**src/rtl/freq_meter_sched.sv**
```systemverilog
// Round-robin scheduler that time-multiplexes one frequency/duty measurement
// core across N_CH test-clock inputs. It steers the input mux, waits for the
// mux to settle, starts the core, and collects a result or a timeout. Results
// are kept in per-channel registers with a combinational read port.
module freq_meter_sched #(
    parameter int N_CH        = 4,
    parameter int CH_W        = 2,
    parameter int SETTLE_CYC  = 16,
    parameter int TIMEOUT_CYC = 100_000_000
) (
    input  logic              sys_clk,
    input  logic              sys_rst_n,
    input  logic              run,
    input  logic [N_CH-1:0]   ch_en,
    output logic [CH_W-1:0]   ch_sel,
    output logic              meas_start,
    input  logic              meas_done,
    input  logic [33:0]       meas_freq,
    input  logic [7:0]        meas_duty,
    input  logic [CH_W-1:0]   rd_ch,
    output logic [33:0]       rd_freq,
    output logic [7:0]        rd_duty,
    output logic              rd_valid,
    output logic [N_CH-1:0]   timeout_err,
    output logic              busy,
    output logic              sweep_done
);

    // Timeout counter never narrower than 27 bits; settle counter must hold SETTLE_CYC.
    localparam int TO_LOG = $clog2(TIMEOUT_CYC);
    localparam int TO_W   = (TO_LOG > 27) ? TO_LOG : 27;
    localparam int ST_W   = $clog2(SETTLE_CYC + 1);

    typedef enum logic [2:0] {
        S_IDLE,
        S_SELECT,
        S_START,
        S_WAIT,
        S_STORE
    } state_t;

    state_t            state_q, state_d;
    logic [CH_W-1:0]   ch_sel_q, ch_sel_d;
    logic [CH_W-1:0]   last_q, last_d;
    logic [ST_W-1:0]   settle_q, settle_d;
    logic [TO_W-1:0]   to_q, to_d;
    logic [33:0]       lat_freq_q, lat_freq_d;
    logic [7:0]        lat_duty_q, lat_duty_d;
    logic              lat_ok_q, lat_ok_d;

    logic [CH_W-1:0]   nxt_from_last;
    logic [CH_W-1:0]   nxt_from_cur;
    logic              sel_ok;

    logic [33:0]       freq_arr [N_CH];
    logic [7:0]        duty_arr [N_CH];
    logic              valid_arr [N_CH];

    // First enabled channel strictly after 'last', wrapping modulo N_CH.
    function automatic logic [CH_W-1:0] next_ch(input logic [CH_W-1:0] last,
                                                input logic [N_CH-1:0] en);
        logic [CH_W-1:0] r;
        logic            found;
        int              idx;
        r     = last;
        found = 1'b0;
        for (int i = 1; i <= N_CH; i++) begin
            idx = (int'(last) + i) % N_CH;
            if (!found && en[idx]) begin
                r     = CH_W'(idx);
                found = 1'b1;
            end
        end
        return r;
    endfunction

    assign nxt_from_last = next_ch(last_q, ch_en);
    assign nxt_from_cur  = next_ch(ch_sel_q, ch_en);
    assign sel_ok        = run && (|ch_en);
    assign ch_sel        = ch_sel_q;
    assign busy          = (state_q != S_IDLE);

    // Sequencer next-state and strobes: select, settle, start, wait, store.
    always_comb begin
        state_d    = state_q;
        ch_sel_d   = ch_sel_q;
        last_d     = last_q;
        settle_d   = settle_q;
        to_d       = to_q;
        lat_freq_d = lat_freq_q;
        lat_duty_d = lat_duty_q;
        lat_ok_d   = lat_ok_q;
        meas_start = 1'b0;
        sweep_done = 1'b0;
        case (state_q)
            S_IDLE: begin
                if (sel_ok) begin
                    ch_sel_d = nxt_from_last;
                    settle_d = '0;
                    state_d  = S_SELECT;
                end
            end
            S_SELECT: begin
                // Counting 0..SETTLE_CYC puts meas_start SETTLE_CYC+1 cycles after ch_sel moves.
                if (settle_q == ST_W'(SETTLE_CYC)) begin
                    state_d = S_START;
                end else begin
                    settle_d = settle_q + ST_W'(1);
                end
            end
            S_START: begin
                meas_start = 1'b1;
                to_d       = '0;
                state_d    = S_WAIT;
            end
            S_WAIT: begin
                // A result arriving on the last allowed cycle still counts as success.
                if (meas_done) begin
                    lat_freq_d = meas_freq;
                    lat_duty_d = meas_duty;
                    lat_ok_d   = 1'b1;
                    state_d    = S_STORE;
                end else if (to_q == TO_W'(TIMEOUT_CYC - 1)) begin
                    lat_ok_d = 1'b0;
                    state_d  = S_STORE;
                end else begin
                    to_d = to_q + TO_W'(1);
                end
            end
            S_STORE: begin
                last_d = ch_sel_q;
                if (sel_ok) begin
                    ch_sel_d = nxt_from_cur;
                    settle_d = '0;
                    state_d  = S_SELECT;
                    if (nxt_from_cur <= ch_sel_q) begin
                        sweep_done = 1'b1;
                    end
                end else begin
                    state_d    = S_IDLE;
                    sweep_done = 1'b1;
                end
            end
            default: state_d = S_IDLE;
        endcase
    end

    // Sequencer state registers.
    always_ff @(posedge sys_clk or negedge sys_rst_n) begin
        if (!sys_rst_n) begin
            state_q    <= S_IDLE;
            ch_sel_q   <= '0;
            last_q     <= CH_W'(N_CH - 1);
            settle_q   <= '0;
            to_q       <= '0;
            lat_freq_q <= '0;
            lat_duty_q <= '0;
            lat_ok_q   <= 1'b0;
        end else begin
            state_q    <= state_d;
            ch_sel_q   <= ch_sel_d;
            last_q     <= last_d;
            settle_q   <= settle_d;
            to_q       <= to_d;
            lat_freq_q <= lat_freq_d;
            lat_duty_q <= lat_duty_d;
            lat_ok_q   <= lat_ok_d;
        end
    end

    genvar gi;
    generate
        for (gi = 0; gi < N_CH; gi++) begin : g_ch
            logic [33:0] freq_q, freq_d;
            logic [7:0]  duty_q, duty_d;
            logic        valid_q, valid_d;
            logic        terr_q, terr_d;
            logic        wr;

            assign wr = (state_q == S_STORE) && (ch_sel_q == CH_W'(gi));

            // Result update for this channel: success overwrites, timeout clears and flags.
            always_comb begin
                freq_d  = freq_q;
                duty_d  = duty_q;
                valid_d = valid_q;
                terr_d  = terr_q;
                if (wr) begin
                    if (lat_ok_q) begin
                        freq_d  = lat_freq_q;
                        duty_d  = lat_duty_q;
                        valid_d = 1'b1;
                        terr_d  = 1'b0;
                    end else begin
                        freq_d  = '0;
                        duty_d  = '0;
                        valid_d = 1'b0;
                        terr_d  = 1'b1;
                    end
                end
            end

            // Per-channel result registers.
            always_ff @(posedge sys_clk or negedge sys_rst_n) begin
                if (!sys_rst_n) begin
                    freq_q  <= '0;
                    duty_q  <= '0;
                    valid_q <= 1'b0;
                    terr_q  <= 1'b0;
                end else begin
                    freq_q  <= freq_d;
                    duty_q  <= duty_d;
                    valid_q <= valid_d;
                    terr_q  <= terr_d;
                end
            end

            assign freq_arr[gi]    = freq_q;
            assign duty_arr[gi]    = duty_q;
            assign valid_arr[gi]   = valid_q;
            assign timeout_err[gi] = terr_q;
        end
    endgenerate

    // Combinational read port; indices beyond the last channel read as zero.
    always_comb begin
        rd_freq  = '0;
        rd_duty  = '0;
        rd_valid = 1'b0;
        if (int'(rd_ch) < N_CH) begin
            rd_freq  = freq_arr[rd_ch];
            rd_duty  = duty_arr[rd_ch];
            rd_valid = valid_arr[rd_ch];
        end
    end

endmodule

```
**config.mk**
```make
export PLATFORM = sky130hd
export DESIGN_NAME = freq_meter_sched
export DESIGN_NICKNAME = d
export VERILOG_FILES = /design/src/rtl/freq_meter_sched.sv
export SDC_FILE = /design/constraint.sdc
export NUM_CORES = 1
export LEC_CHECK = 0
export ABC_AREA = 1
export BUFFER_PORTS_ARGS = -buffer_cell sky130_fd_sc_hd__buf_4
export CAP_MARGIN = 20
export CORE_MARGIN = 10
export CORE_UTILIZATION = 31
export CTS_BUF_LIST = sky130_fd_sc_hd__clkbuf_4 sky130_fd_sc_hd__clkbuf_8 sky130_fd_sc_hd__clkbuf_16
export DETAILED_ROUTE_END_ITERATION = 16
export RECOVER_POWER = 25
export REMOVE_ABC_BUFFERS = 1
export SLEW_MARGIN = 20
export SYNTH_ARGS = -nofsm -noshare
export SYNTH_HDL_FRONTEND = slang
export SYNTH_SLANG_ARGS = --single-unit
```
**constraint.sdc**
```tcl
create_clock -name sys_clk -period 2.3 [get_ports sys_clk]
set_input_delay 0.115 -clock sys_clk [delete_from_list [all_inputs] [get_ports sys_clk]]
set_output_delay 0.115 -clock sys_clk [all_outputs]
set_load 0.1 [all_outputs]
```
# Word-level counts from Yosys, hierarchy flattened
# Index checks and enable logic that the tools add are counted.
totals:
  regBits: 258
  latchBits: 0
  ram_bits: 0
  romBits: 0
  input_bits: 52
  out_inout_bits: 52
  wordCells: 182
  mem_count: 0
op_classes:
  add_sub_neg: 10
  mul: 0
  n_div: 0
  n_lt_le_gt_ge: 10
  n_eq_ne: 17
  shifts: 0
  muxes: 72
  n_bitwise: 9
  n_reduce_logical: 40
ops:
  columns: ["operator", "count"]
  rows:
  - ["34-bit 2-to-1 mux", 3]
  - ["34-bit binary-select mux with 2-bit select", 1]
  - ["27-bit 2-to-1 mux", 2]
  - ["27-bit case mux with 2 select lines", 1]
  - ["1-bit 2-to-1 mux", 33]
  - ["3-bit by 4-bit < comparator with 1-bit output (second input constant)", 8]
  - ["27-bit by 1-bit adder with 27-bit output (second input constant)", 1]
  - ["27-bit == test (second input constant)", 1]
  - ["8-bit 2-to-1 mux", 3]
  - ["2-bit 2-to-1 mux", 10]
  - ["1-bit binary-select mux with 2-bit select", 9]
  - ["2-bit OR reduction", 9]
  - ["8-bit binary-select mux with 2-bit select", 1]
  - ["3-bit case mux with 5 select lines", 1]
  - ["3-bit 2-to-1 mux", 4]
  - ["2-bit inequality test (second input constant)", 6]
  - ["3-bit AND reduction", 4]
  - ["1-bit logical AND", 11]
  - ["5-bit 2-to-1 mux", 2]
  - ["5-bit case mux with 2 select lines", 1]
  - ["2-bit by 1-bit adder with 2-bit output (second input constant)", 4]
  - ["2-bit adder (second input constant)", 4]
  - ["1-bit AND (first input constant)", 8]
  - ["2-bit nonzero test", 4]
  - ["19 further kinds", 27]

# Depth between registers and ports, before layout
# Gate-level depths: netlist of the first run.
logic_depth:
  word_depth: 20
  mapped_depth: 15
  depth_no_buf: 14

# Least setup slack after synthesis of the first run
# No wires, ideal clock.
synth_timing:
  kind: "register to output"
  start: "register ch_sel_q[0], in the netlist ch_sel[0]"
  end: "output port sweep_done"
  t_arrival_ns: 4.291
  required_ns: 2.185
  path_slack_ns: -2.106
  stages_incl_launch_ff: 16
  path_buffers: 1
  cell_sequence: "dfrtp_1 clkbuf_2 inv_1 ha_1 inv_1 nand3_1 nand2_1 inv_1 nand3_1 nand2_1 nand2_1 inv_1 ha_1 inv_1 o21bai_1 a41oi_1"
synth_between:
  elab_chain_len: 18
  word_cells_on_any_way: 33
  classes_between: "4 x add/sub; 1 x order compare; 22 x mux; 6 x reduce/logical"
synth_rtl:
  columns: ["element", "line_no", "text"]
  rows:
  - ["start, declared", "43", "logic [CH_W-1:0] ch_sel_q, ch_sel_d;"]
  - ["start signal, assigned", "161", "ch_sel_q <= ch_sel_d;"]
  - ["2-bit by 1-bit adder with 2-bit output", "68", "idx = (int'(last) + i) % N_CH;"]
  - ["1-bit binary-select mux with 2-bit select", "69", "if (!found && en[idx]) begin"]
  - ["1-bit 2-to-1 mux (implied by the code) (2 in series)", "69", null]
  - ["1-bit 2-to-1 mux", "69", null]
  - ["1-bit logical NOT", "69", null]
  - ["1-bit logical AND", "69", null]
  - ["1-bit 2-to-1 mux", "69", null]
  - ["1-bit logical NOT", "69", null]
  - ["1-bit logical AND", "69", null]
  - ["1-bit 2-to-1 mux", "69", null]
  - ["1-bit logical NOT", "69", null]
  - ["1-bit logical AND", "69", null]
  - ["2-bit 2-to-1 mux", "69", null]
  - ["2-bit <= comparator (*)", "136", "if (nxt_from_cur <= ch_sel_q) begin"]
  - ["1-bit 2-to-1 mux (*)", "136", null]
  - ["1-bit 2-to-1 mux (*)", "132", "if (sel_ok) begin"]
  - ["1-bit 2-to-1 mux (*)", "95", "case (state_q)"]
  - ["end, declared", "26", "output logic sweep_done"]
# Mark *: on every way between the ends. The rest lies on a longest branch, timed or not. The select of a mux whose other input is x is not followed.

# Worst setup path after layout of the first run
layout_timing:
  start: "register ch_sel_q[1], in the netlist ch_sel[1]"
  end: "output port sweep_done"
# The elaborated chain is that of the path after synthesis.

==> metrics.md, run 1 <==
| Metric | Value |
|---|---|
| Cells along the critical path | `inv_2 -> ha_4 -> inv_2 -> nand3_2 -> nand2_2 -> xor2_1 -> nand2_1 -> nand2_1 -> inv_1 -> ha_1 -> nand2_1 -> a41oi_2 -> buf_8` |
| Die width | `around 220 um` |
| Layout cell share with drive strength beyond 1 | `0.1783` |
| Endpoint type of the worst setup path | `primary output` |
| Reg clk slew, reported paths | `0.06 ns` |
| Iter 0 DRT Violations | `831` |
| Synth Register Bits | `roughly 260` |
| Vias/cell | `between 4 and 5` |
| CP Launch Type | `flip-flop` |
| Ant. Diodes | `0` |
| Yosys cell types | `35` |
| Nets | `1604` |
| Fin crit period | `2.721 ns` |
| Worst-case clock buffer depth | `3` |
| F_max | `approximately 370 MHz` |
| Grt total ovfl | `0` |
| Met1 WL | `roughly 15 mm` |
| Sequential area share after synthesis | `0.5364` |
| Antenna-violating nets left | `0` |
| Int Pwr | `about 11 mW` |
| Hold Vio Cnt, Final | `0` |
| Final WS setup | `-0.4205 ns` |
| Routed WL per cell | `15.44 um` |
| First-pass GRT wire length | `52.72 mm` |
| Unrepaired setup endpoints after global routing | `true` |
| Tot GR Track Use | `0.1347` |
| Required time of the critical path | `2.18 ns` |
| Clock power frac | `0.268` |
| Root buffer cell | `clkbuf_16` |
| Logic pwr share | `0.357` |
| Critical path arrival | `2.61 ns` |
| Reg2Reg Setup Slack | `-0.40 ns` |
| Synth top area share | `0.5320` |
| Area Overhead vs Synth | `24.70%` |
| Metal2 WL | `14.96 mm` |
| Ports | `104` |
| Critical path class | `flip-flop to primary output` |
| Largest net degree at the start of global routing | `89` |
| Worst Clk Skew | `0.01984 ns` |
| Worst-Margin Slew | `approximately 1.1 ns` |
| Sink Count | `258` |
| Vias post-DR | `10050` |
| Initial Utilization | `0.3123` |
| Worst skew pair latency | `0.56 ns` |
| Pins Over Slew Limit | `0` |
| Post-synth EDFFs | `0` |
| Pleak | `6.957 nW` |
| Final setup viols | `2` |
| Post-Syn Instances | `between 1000 and 1500` |
| Routed WL | `32.17 mm` |
| Sequential power share | `0.375` |
| DP Area | `13420 um^2` |
| Slowest CP cell | `dfrtp_1` |
| Row cnt | `72` |
| PortBufs | `103` |
| # H-tree levels | `1` |
| Pwr dens | `1229 nW/um^2` |
| Period utilization | `1.183` |
| Largest stage delay, worst path | `0.39 ns` |
| Syn avg cell area | `8.546 um^2` |
| Top area cells in the synthesized netlist | `dfrtp_1, nand2_1, o21ai_0, nor2_1, mux2_2` |
| WHS | `around 0.19 ns` |
| Mapped cell area | `12040 um^2` |
| Initial DRT Pass Iterations | `5` |
| Number of max-cap violations | `0` |
| Core Region | `between 30000 and 40000 um^2` |
| Die Y | `around 220 um` |
| Cell type with the largest total area after synthesis | `dfrtp_1` |
| Yosys warns | `0` |
| Max-slew headroom | `0.2430` |
| Die footprint | `47130 um^2` |
| HPWL Detailed | `approximately 20 mm` |
| Filler cell count | `3897` |
| Failing checks | `setup timing` |
| DR top layer | `met4` |
| Sw frac | `0.3817` |
| Sw Pwr | `7.044 mW` |
| Worst min-delay path class | `input pin to flip-flop` |
| DR DRC count | `0` |
| Status | `finished with violations` |
| Antenna violations before repair | `0` |
| Design Area, Final | `15020 um^2` |
| Top FF cell, synth | `dfrtp_1` |
| Fraction of registers with async set/reset | `1.000` |
| Largest fanout on the critical path | `4` |
| CTS Buf Count | `29` |
| GP Congestion | `0.9328` |
| Vias in the first global route | `10016` |
| Wire length on met3 | `1.695 mm` |
| Most common cell on crit path | `nand2_1` |
| TritonCTS clock tree | `yes` |
| Peak supply drop | `0.6677 mV` |
[per-stage QoR]
stage / TNS (ns) / total power, mW / setup slack [ns] / instances / utilization
4_1_cts: -0.7315 / 18.58 / -0.4041 / 2082 / 0.3899
3_3_place_gp: -0.02926 / 12.88 / -0.02926 / 1974 / 0.3480
2_1_floorplan: -85.43 / 11.28 / -2.151 / 1323 / -
5_1_grt: -1.102 / 19.70 / -0.5306 / 2083 / 0.3894
3_5_place_dp: -0.05054 / 13.04 / -0.05054 / 1974 / 0.3480
6_report: -0.8199 / 18.45 / -0.4205 / 2083 / 0.3894
[worst max-delay path: cells and delay by family (launching register included)]
family / cells / cell delay, ns
XOR/XNOR: 1 / 0.16
buffers and inverters: 4 / 0.42
flip-flops: 1 / 0.39
AND/OR/NAND/NOR: 5 / 0.38
adder cells (fa/ha/maj): 2 / 0.48
AO/OA/AOI/OAI: 1 / 0.23
[metal layers]
metal / vias up / track usage
met3: 47 / 0.02857
met4: 0 / 0.02866
met2: 223 / 0.2200
met5: - / 0
met1: 4843 / 0.1803
li1: 4937 / -
[Yosys cell counts (3+ instances only)]
cell type,instances
o21ai_2,4
nand2_2,7
xor2_1,15
clkbuf_1,59
xnor2_1,5
nor2_1,155
buf_4,4
o21ai_1,13
mux2_2,42
nand3_1,54
inv_1,47
nor3_1,8
o21ai_0,255
inv_2,3
nand4_1,9
ha_1,9
buf_2,13
nand2_1,369
a21oi_1,14
dfrtp_1,256
buf_6,9
o22ai_1,43
[what timing repair did]
item,in CTS,in global routing
pin swaps,6,5
buffers inserted,10,1
gates resized for setup,14,4
hold buffers,45,0
endpoints found under the setup margin,1,2
hold endpoints to repair,301,0
[logic make-up after synthesis]
logic type	Yosys count	synth area share
AOI/OAI and AO/OA	332	0.1444
xor gates and xnor gates	20	0.01455
adders and majority gates	9	0.009352
buffers and inverters	137	0.05102
DFF	258	0.5364
muxes	42	0.03928
and+or+nand+nor	611	0.2050
[cells in the final DEF (no fill, tap or decap), drive strengths merged, types with 14 or more instances in the layout]
master and n:
nor2 158, xor2 15, dfrtp 256, o21ai 272, nand3 55, inv 52
dlygate4sd3 45, a21oi 14, o22ai 43, clkbuf 44, mux2 42, buf 141
nand2 377
[power by group through the flow]
stage,Clock (mW),Sequential (mW),Combinational [mW]
final,4.95,6.92,6.58
after global routing,5.27,7.12,7.31
after CTS,5.08,6.91,6.58
after detailed placement,0,6.98,6.06
after global placement,0,6.94,5.94
after floorplan,0,6.88,4.40
[cell type report]
type / count / area [um^2] / share of cell area
Timing Repair Buffer: 189 / 1633 / 0.1087
Multi-Input combinational cell: 1014 / 5049 / 0.3362
Tap cell: 518 / 648.1 / 0.04316
Clock inverter: 12 / 175.2 / 0.01167
Sequential cell: 258 / 6460 / 0.4302
Clock buffer: 41 / 859.6 / 0.05725
Inverter: 51 / 191.4 / 0.01275
[final timing paths]
path | start | endpoint | depth (start not counted)
setup / recovery | ch_sel[1] | sweep_done | 13
hold / removal | ch_en[2] | ch_sel[1] | 8
setup reg to reg | ch_sel[1] | ch_sel[1] | 21
hold reg to reg | g_ch[2].freq_q[21] | g_ch[2].freq_q[21] | 2
max in group asynchronous | sys_rst_n | lat_ok_q | 3
min in group asynchronous | sys_rst_n | lat_freq_q[16] | 2
[state kept, by name (all words and copies together), names as in the netlist]
| name | count |
|---|---|
| lat_freq_q | 34 |
| g_ch.duty_q | 32 |
| g_ch.freq_q | 136 |
| to_q | 27 |
| ch_sel | 2 |
| settle_q | 5 |
| g_ch.valid_q | 4 |
| lat_duty_q | 8 |
| last_q | 2 |
| lat_ok_q | 1 |
| state_q | 3 |
| g_ch.terr_q | 4 |
Note: power is estimated with default switching activity, not from simulation.
==> inputs of run 2 (changes only) <==
--- a/config.mk
+++ b/config.mk
@@ -8,10 +8,14 @@
 export ABC_AREA = 1
 export BUFFER_PORTS_ARGS = -buffer_cell sky130_fd_sc_hd__buf_4
 export CAP_MARGIN = 20
+export CELL_PAD_IN_SITES_DETAIL_PLACEMENT = 1
+export CELL_PAD_IN_SITES_GLOBAL_PLACEMENT = 1
 export CORE_MARGIN = 10
 export CORE_UTILIZATION = 31
 export CTS_BUF_LIST = sky130_fd_sc_hd__clkbuf_4 sky130_fd_sc_hd__clkbuf_8 sky130_fd_sc_hd__clkbuf_16
 export DETAILED_ROUTE_END_ITERATION = 16
+export MAX_ROUTING_LAYER = met4
+export PLACE_DENSITY_LB_ADDON = 0.1
 export RECOVER_POWER = 25
 export REMOVE_ABC_BUFFERS = 1
 export SLEW_MARGIN = 20
==> metrics.md, run 2 (synthesis gave the netlist of run 1 again) <==
| Metric | Value |
|---|---|
| Final setup viols | `2` |
| Status | `finished with violations` |
| Grt total ovfl | `0` |
| Die Y | `217.1 um` |
| Initial DRT Pass Iterations | `4` |
| CP top delay family | `buffers and inverters` |
| Pre-CTS setup slack | `-0.1091 ns` |
| Core Region | `roughly 39000 um^2` |
| Post-Layout Cell Count | `2091` |
| Fin crit period | `2.779 ns` |
| Reg clk slew, reported paths | `0.06 ns` |
| Multi-input logic area | `about 5000 um^2` |
| Placed instance count | `1979` |
| Worst-case clock buffer depth | `3` |
| Pins Over Slew Limit | `67` |
| TritonCTS clock tree | `yes` |
| CTS Buf Count | `31` |
| FF/Latch Area | `roughly 6500 um^2` |
| Top flop regs | `g_ch.freq_q x136, lat_freq_q x34, g_ch.duty_q x32` |
| Sink Count | `258` |
| Area Overhead vs Synth | `25.08%` |
| Worst skew pair latency | `0.57 ns` |
| Setup TNS Final | `-0.8815 ns` |
| DP Area | `13460 um^2` |
| PortBufs | `just over 100` |
| Critical path arrival | `~2.7 ns` |
| Pwr dens | `1231 nW/um^2` |
| Row cnt | `~70` |
| Initial Utilization | `0.3123` |
| Largest stage delay, worst path | `around 0.41 ns` |
| Final WS setup | `-0.4787 ns` |
| WP buf/inv | `6` |
| Ports | `104` |
| Most frequent cells in the layout | `nand2_1, o21ai_0, dfrtp_1` |
| Leading cell type in the layout, fill and taps excluded | `nand2_1` |
| Worst hold path startpoint | `ch_en[1]` |
| Required time of the critical path | `2.18 ns` |
| # H-tree levels | `1` |
| Layout cell share with drive strength beyond 1 | `0.1850` |
| WHS | `0.2432 ns` |
| F_max | `~360 MHz` |
| Register with the highest flop count | `g_ch.freq_q` |
| Routed WL per cell | `17.53 um` |
| Vias post-DR | `10073` |
| Die footprint | `approximately 47000 um^2` |
| Max-slew headroom | `-0.2343` |
| Die width | `between 200 and 250 um` |
| R2r startpoint | `ch_sel[0]` |
| HPWL Detailed | `22.45 mm` |
| Largest fanout on the critical path | `4` |
| Pleak | `6.958 nW` |
| Cells along the critical path | `inv_2 -> ha_4 -> inv_2 -> nand3_2 -> nand2_2 -> inv_2 -> nand3_2 -> nand2_2 -> nand2_2 -> inv_2 -> ha_4 -> inv_1 -> o21bai_1 -> a41oi_2 -> buf_8` |
| Iter 0 DRT Violations | `520` |
| Filler cell count | `4558` |
| Most common cell on crit path | `inv_2` |
| Root buffer cell | `clkbuf_16` |
| Vias/cell | `4.817` |
| CP Launch Type | `flip-flop` |
| Worst-Margin Slew | `1.851 ns` |
| Unrepaired setup endpoints after global routing | `true` |
| Core Util, Final | `0.3906` |
| Failing checks | `capacitance limit, slew limit, setup timing` |
| Vias in the first global route | `10768` |
| Routed WL | `36.65 mm` |
| Reg-to-reg endpoint | `ch_sel[1]` |
| First-pass GRT wire length | `~60 mm` |
| DR DRC count | `0` |
| Slowest CP cell | `dfrtp_1` |
| Design Area, Final | `15060 um^2` |
| Worst Clk Skew | `0.007576 ns` |
| Largest net degree at the start of global routing | `slightly below 90` |
| Hold endpoint | `state_q[1]` |
| Nets | `between 1500 and 2000` |
| Period utilization | `1.208` |
| Number of max-cap violations | `1` |
| Endpoint type of the worst setup path | `primary output` |
| Antenna violations before repair | `0` |
| Largest register FFs | `136` |
| Peak supply drop | `0.6333 mV` |
| Overall power | `18.54 mW` |
| GP Congestion | `between 0.7 and 0.8` |
| Worst R2R Path Depth | `22` |
| Critical path class | `flip-flop to primary output` |
| Antenna-violating nets left | `0` |
| Hold Vio Cnt, Final | `0` |
| Worst hold stages | `7` |
| Worst min-delay path class | `input pin to flip-flop` |
| Tot GR Track Use | `0.1599` |
| Ant. Diodes | `0` |
| Reg2Reg Setup Slack | `-0.40 ns` |
==> run 2: tightest hold or removal path: cells and delay by family <==
family / cells / cell delay, ns
buffers and inverters: 2 / 0.16
and+or+nand+nor: 4 / 0.38
AOI/OAI and AO/OA: 1 / 0.12
==> run 2: worst max path at each step <==
stage,start,end,slack (ns),depth (start not counted)
after floorplan,ch_sel[0],sweep_done,-2.15,14
after global placement,ch_sel[0],sweep_done,-0.06,15
after detailed placement,ch_sel[0],sweep_done,-0.11,15
after CTS,ch_sel[0],sweep_done,-0.45,13
after global routing,ch_sel[0],sweep_done,-0.63,15
final,ch_sel[0],sweep_done,-0.48,15
==> run 2: where the power goes <==
part | internal [mW] | switching [mW]
clock network | 2.95 | 1.95
logic | 2.34 | 4.43
registers | 6.07 | 0.799
==> run 2: area by class of cell <==
class / instances / area share
clock inverters: 7 / 0.004652
inverters: 51 / 0.01271
flip-flops and latches: 258 / 0.4289
clock buffers: 50 / 0.06347
multi-input cells: 1014 / 0.3345
repair buffers: 193 / 0.1127
well taps: 518 / 0.04303
==> run 2: repair_timing <==
action / in CTS / in global routing
buffers inserted: 11 / 0
hold buffers: 45 / 0
pin swaps: 6 / 8
resized for setup: 14 / 9
setup endpoints to repair: 1 / 2
hold endpoints to repair: 120 / 0
==> run 2: per-layer routing <==
layer | wire length (um) | track usage | vias up
met5 | 0 | - | -
met2 | 16810 | 0.2578 | 124
met1 | 18200 | 0.2123 | 4953
met3 | 1050 | 0.01969 | 53
met4 | 597 | 0.03426 | 0
li1 | - | - | 4943
==> inputs of run 3 (changes only) <==
--- a/config.mk
+++ b/config.mk
@@ -10,6 +10,7 @@
 export CAP_MARGIN = 20
 export CELL_PAD_IN_SITES_DETAIL_PLACEMENT = 1
 export CELL_PAD_IN_SITES_GLOBAL_PLACEMENT = 1
+export CORE_ASPECT_RATIO = 0.9
 export CORE_MARGIN = 10
 export CORE_UTILIZATION = 31
 export CTS_BUF_LIST = sky130_fd_sc_hd__clkbuf_4 sky130_fd_sc_hd__clkbuf_8 sky130_fd_sc_hd__clkbuf_16
==> metrics.md, run 3 (synthesis gave the netlist of run 1 again) <==
| Metric | Value |
|---|---|
| Status | `finished with violations` |
| Failing checks | `setup timing` |
| Die width | `227.8 um` |
| Reg-to-reg endpoint | `to_q[26]` |
| Pleak | `roughly 6.9 nW` |
| Pwr dens | `1209 nW/um^2` |
| Setup TNS Final | `-0.4152 ns` |
| Die footprint | `~47000 um^2` |
| R2r startpoint | `to_q[1]` |
| Peak supply drop | `~0.67 mV` |
| # H-tree levels | `1` |
| Antenna-violating nets left | `0` |
| Vias in the first global route | `between 10000 and 15000` |
| Unrepaired setup endpoints after global routing | `true` |
| Iter 0 DRT Violations | `633` |
| Reg clk slew, reported paths | `around 0.060 ns` |
| Sink Count | `around 260` |
| Core Util, Final | `0.3890` |
| Max-slew headroom | `0.2903` |
| Most frequent cells in the layout | `nand2_1, o21ai_0, dfrtp_1` |
| Vias post-DR | `roughly 10000` |
| Number of max-cap violations | `0` |
| DR DRC count | `0` |
| Ports | `around 100` |
| Initial Utilization | `0.3138` |
| Required time of the critical path | `2.18 ns` |
| Worst hold path startpoint | `ch_en[1]` |
| Worst skew pair latency | `about 0.57 ns` |
| Final WS setup | `-0.4152 ns` |
| Final setup viols | `1` |
| Hold Vio Cnt, Final | `0` |
| HPWL Detailed | `22.44 mm` |
| Pre-CTS setup slack | `-0.1098 ns` |
| Tot GR Track Use | `0.1588` |
| Worst Clk Skew | `~0.014 ns` |
| GP Congestion | `0.7836` |
| PortBufs | `103` |
| DP Area | `13460 um^2` |
| First-pass GRT wire length | `approximately 60 mm` |
| Worst-case clock buffer depth | `3` |
| Critical path class | `flip-flop to primary output` |
| Die Y | `207.0 um` |
| Row cnt | `slightly below 70` |
| Ant. Diodes | `0` |
| Grt total ovfl | `0` |
| Core Region | `38370 um^2` |
| Worst hold stages | `8` |
| Largest fanout on the critical path | `4` |
| Design Area, Final | `14930 um^2` |
| Reg2Reg Setup Slack | `0.36 ns` |
| Worst min-delay path class | `input pin to flip-flop` |
| Routed WL | `36.34 mm` |
| Pins Over Slew Limit | `0` |
| Top flop regs | `g_ch.freq_q x136, lat_freq_q x34, g_ch.duty_q x32` |
| Fin crit period | `2.715 ns` |
| Area Overhead vs Synth | `23.95%` |
| Worst R2R Path Depth | `10` |
| Largest net degree at the start of global routing | `89` |
| Nets | `around 1600` |
| Critical path arrival | `approximately 2.6 ns` |
| Worst-Margin Slew | `around 1.1 ns` |
| Routed WL per cell | `17.45 um` |
| Vias/cell | `4.816` |
| Hold endpoint | `ch_sel[1]` |
| TritonCTS clock tree | `yes` |
| Root buffer cell | `clkbuf_16` |
| Initial DRT Pass Iterations | `4` |
| CP Launch Type | `flip-flop` |
| Antenna violations before repair | `0` |
| Register with the highest flop count | `g_ch.freq_q` |
| Layout cell share with drive strength beyond 1 | `0.1772` |
| Largest register FFs | `approximately 140` |
| Leading cell type in the layout, fill and taps excluded | `nand2_1` |
| CTS Buf Count | `29` |
| Endpoint type of the worst setup path | `primary output` |
| Period utilization | `1.181` |
| F_max | `368.3 MHz` |
## run 3: power breakdown
group | internal, mW | switching, mW | leakage, nW
Sequential | 6.07 | 0.801 | 3.44
Combinational | 2.15 | 4.38 | 2.94
Clock | 2.74 | 1.91 | 0.486
Total | 11.0 | 7.09 | 6.87
## run 3: worst max-delay path, cell delays in order, from the launching register on
cell and delay, ns:
dfrtp_1 0.39, inv_2 0.10, ha_4 0.22, inv_2 0.07, nand3_2 0.07, nand2_2 0.09, inv_2 0.05, nand3_2 0.07
nand2_1 0.07, nand2_2 0.07, inv_2 0.05, ha_4 0.26, inv_1 0.04, o21bai_1 0.14, a41oi_2 0.15, buf_8 0.20
## run 3: per-stage QoR
| step | instances | power, mW | hold WS (ns) |
|---|---|---|---|
| finish | 2083 | 18.05 | 0.1986 |
| global route | 2083 | 19.40 | 0.2422 |
| CTS | 2081 | 18.18 | 0.03458 |
| detailed placement | 1984 | 13.19 | 0.03438 |
| global placement | 1984 | 13.03 | 0.03741 |
| floorplan | 1323 | 11.28 | -0.1806 |
## run 3: cell type report
class | instances | area [um^2]
clock buffer | 44 | 875.8
sequential | 258 | 6460
clock inverter | 7 | 78.83
fill | 4497 | 23450
multi-input combinational | 1014 | 5044
tap | 525 | 656.9
timing repair buffer | 184 | 1619
inverter | 51 | 191.4
## run 3: repair_timing
| item | 4_1_cts | 5_1_grt |
|---|---|---|
| hold buffers | 45 | 0 |
| setup endpoints to repair | 1 | 1 |
| gates resized for setup | 12 | 10 |
| cloned | 0 | 0 |
| pin swaps | 5 | 5 |
| setup buffers | 1 | 2 |
| endpoints found under the hold margin | 303 | 0 |
## run 3: worst max-delay path by stage
stage,cells after the start,end,start
after floorplan,14,sweep_done,ch_sel[0]
after global placement,15,sweep_done,ch_sel[0]
after detailed placement,15,sweep_done,ch_sel[0]
after CTS,12,sweep_done,ch_sel[0]
after global routing,13,sweep_done,ch_sel[0]
final,15,sweep_done,ch_sel[0]
## run 3: metal layers
metal  track usage  vias to the layer above  share of wire  routed length [um]
met5             -                        -              0                   0
met4       0.03017                        0          0.017                 615
met3       0.01995                       40          0.021                 749
met2        0.2552                      102           0.45               16500
met1        0.2135                     4956           0.51               18470
li1              -                     4933              -                   -
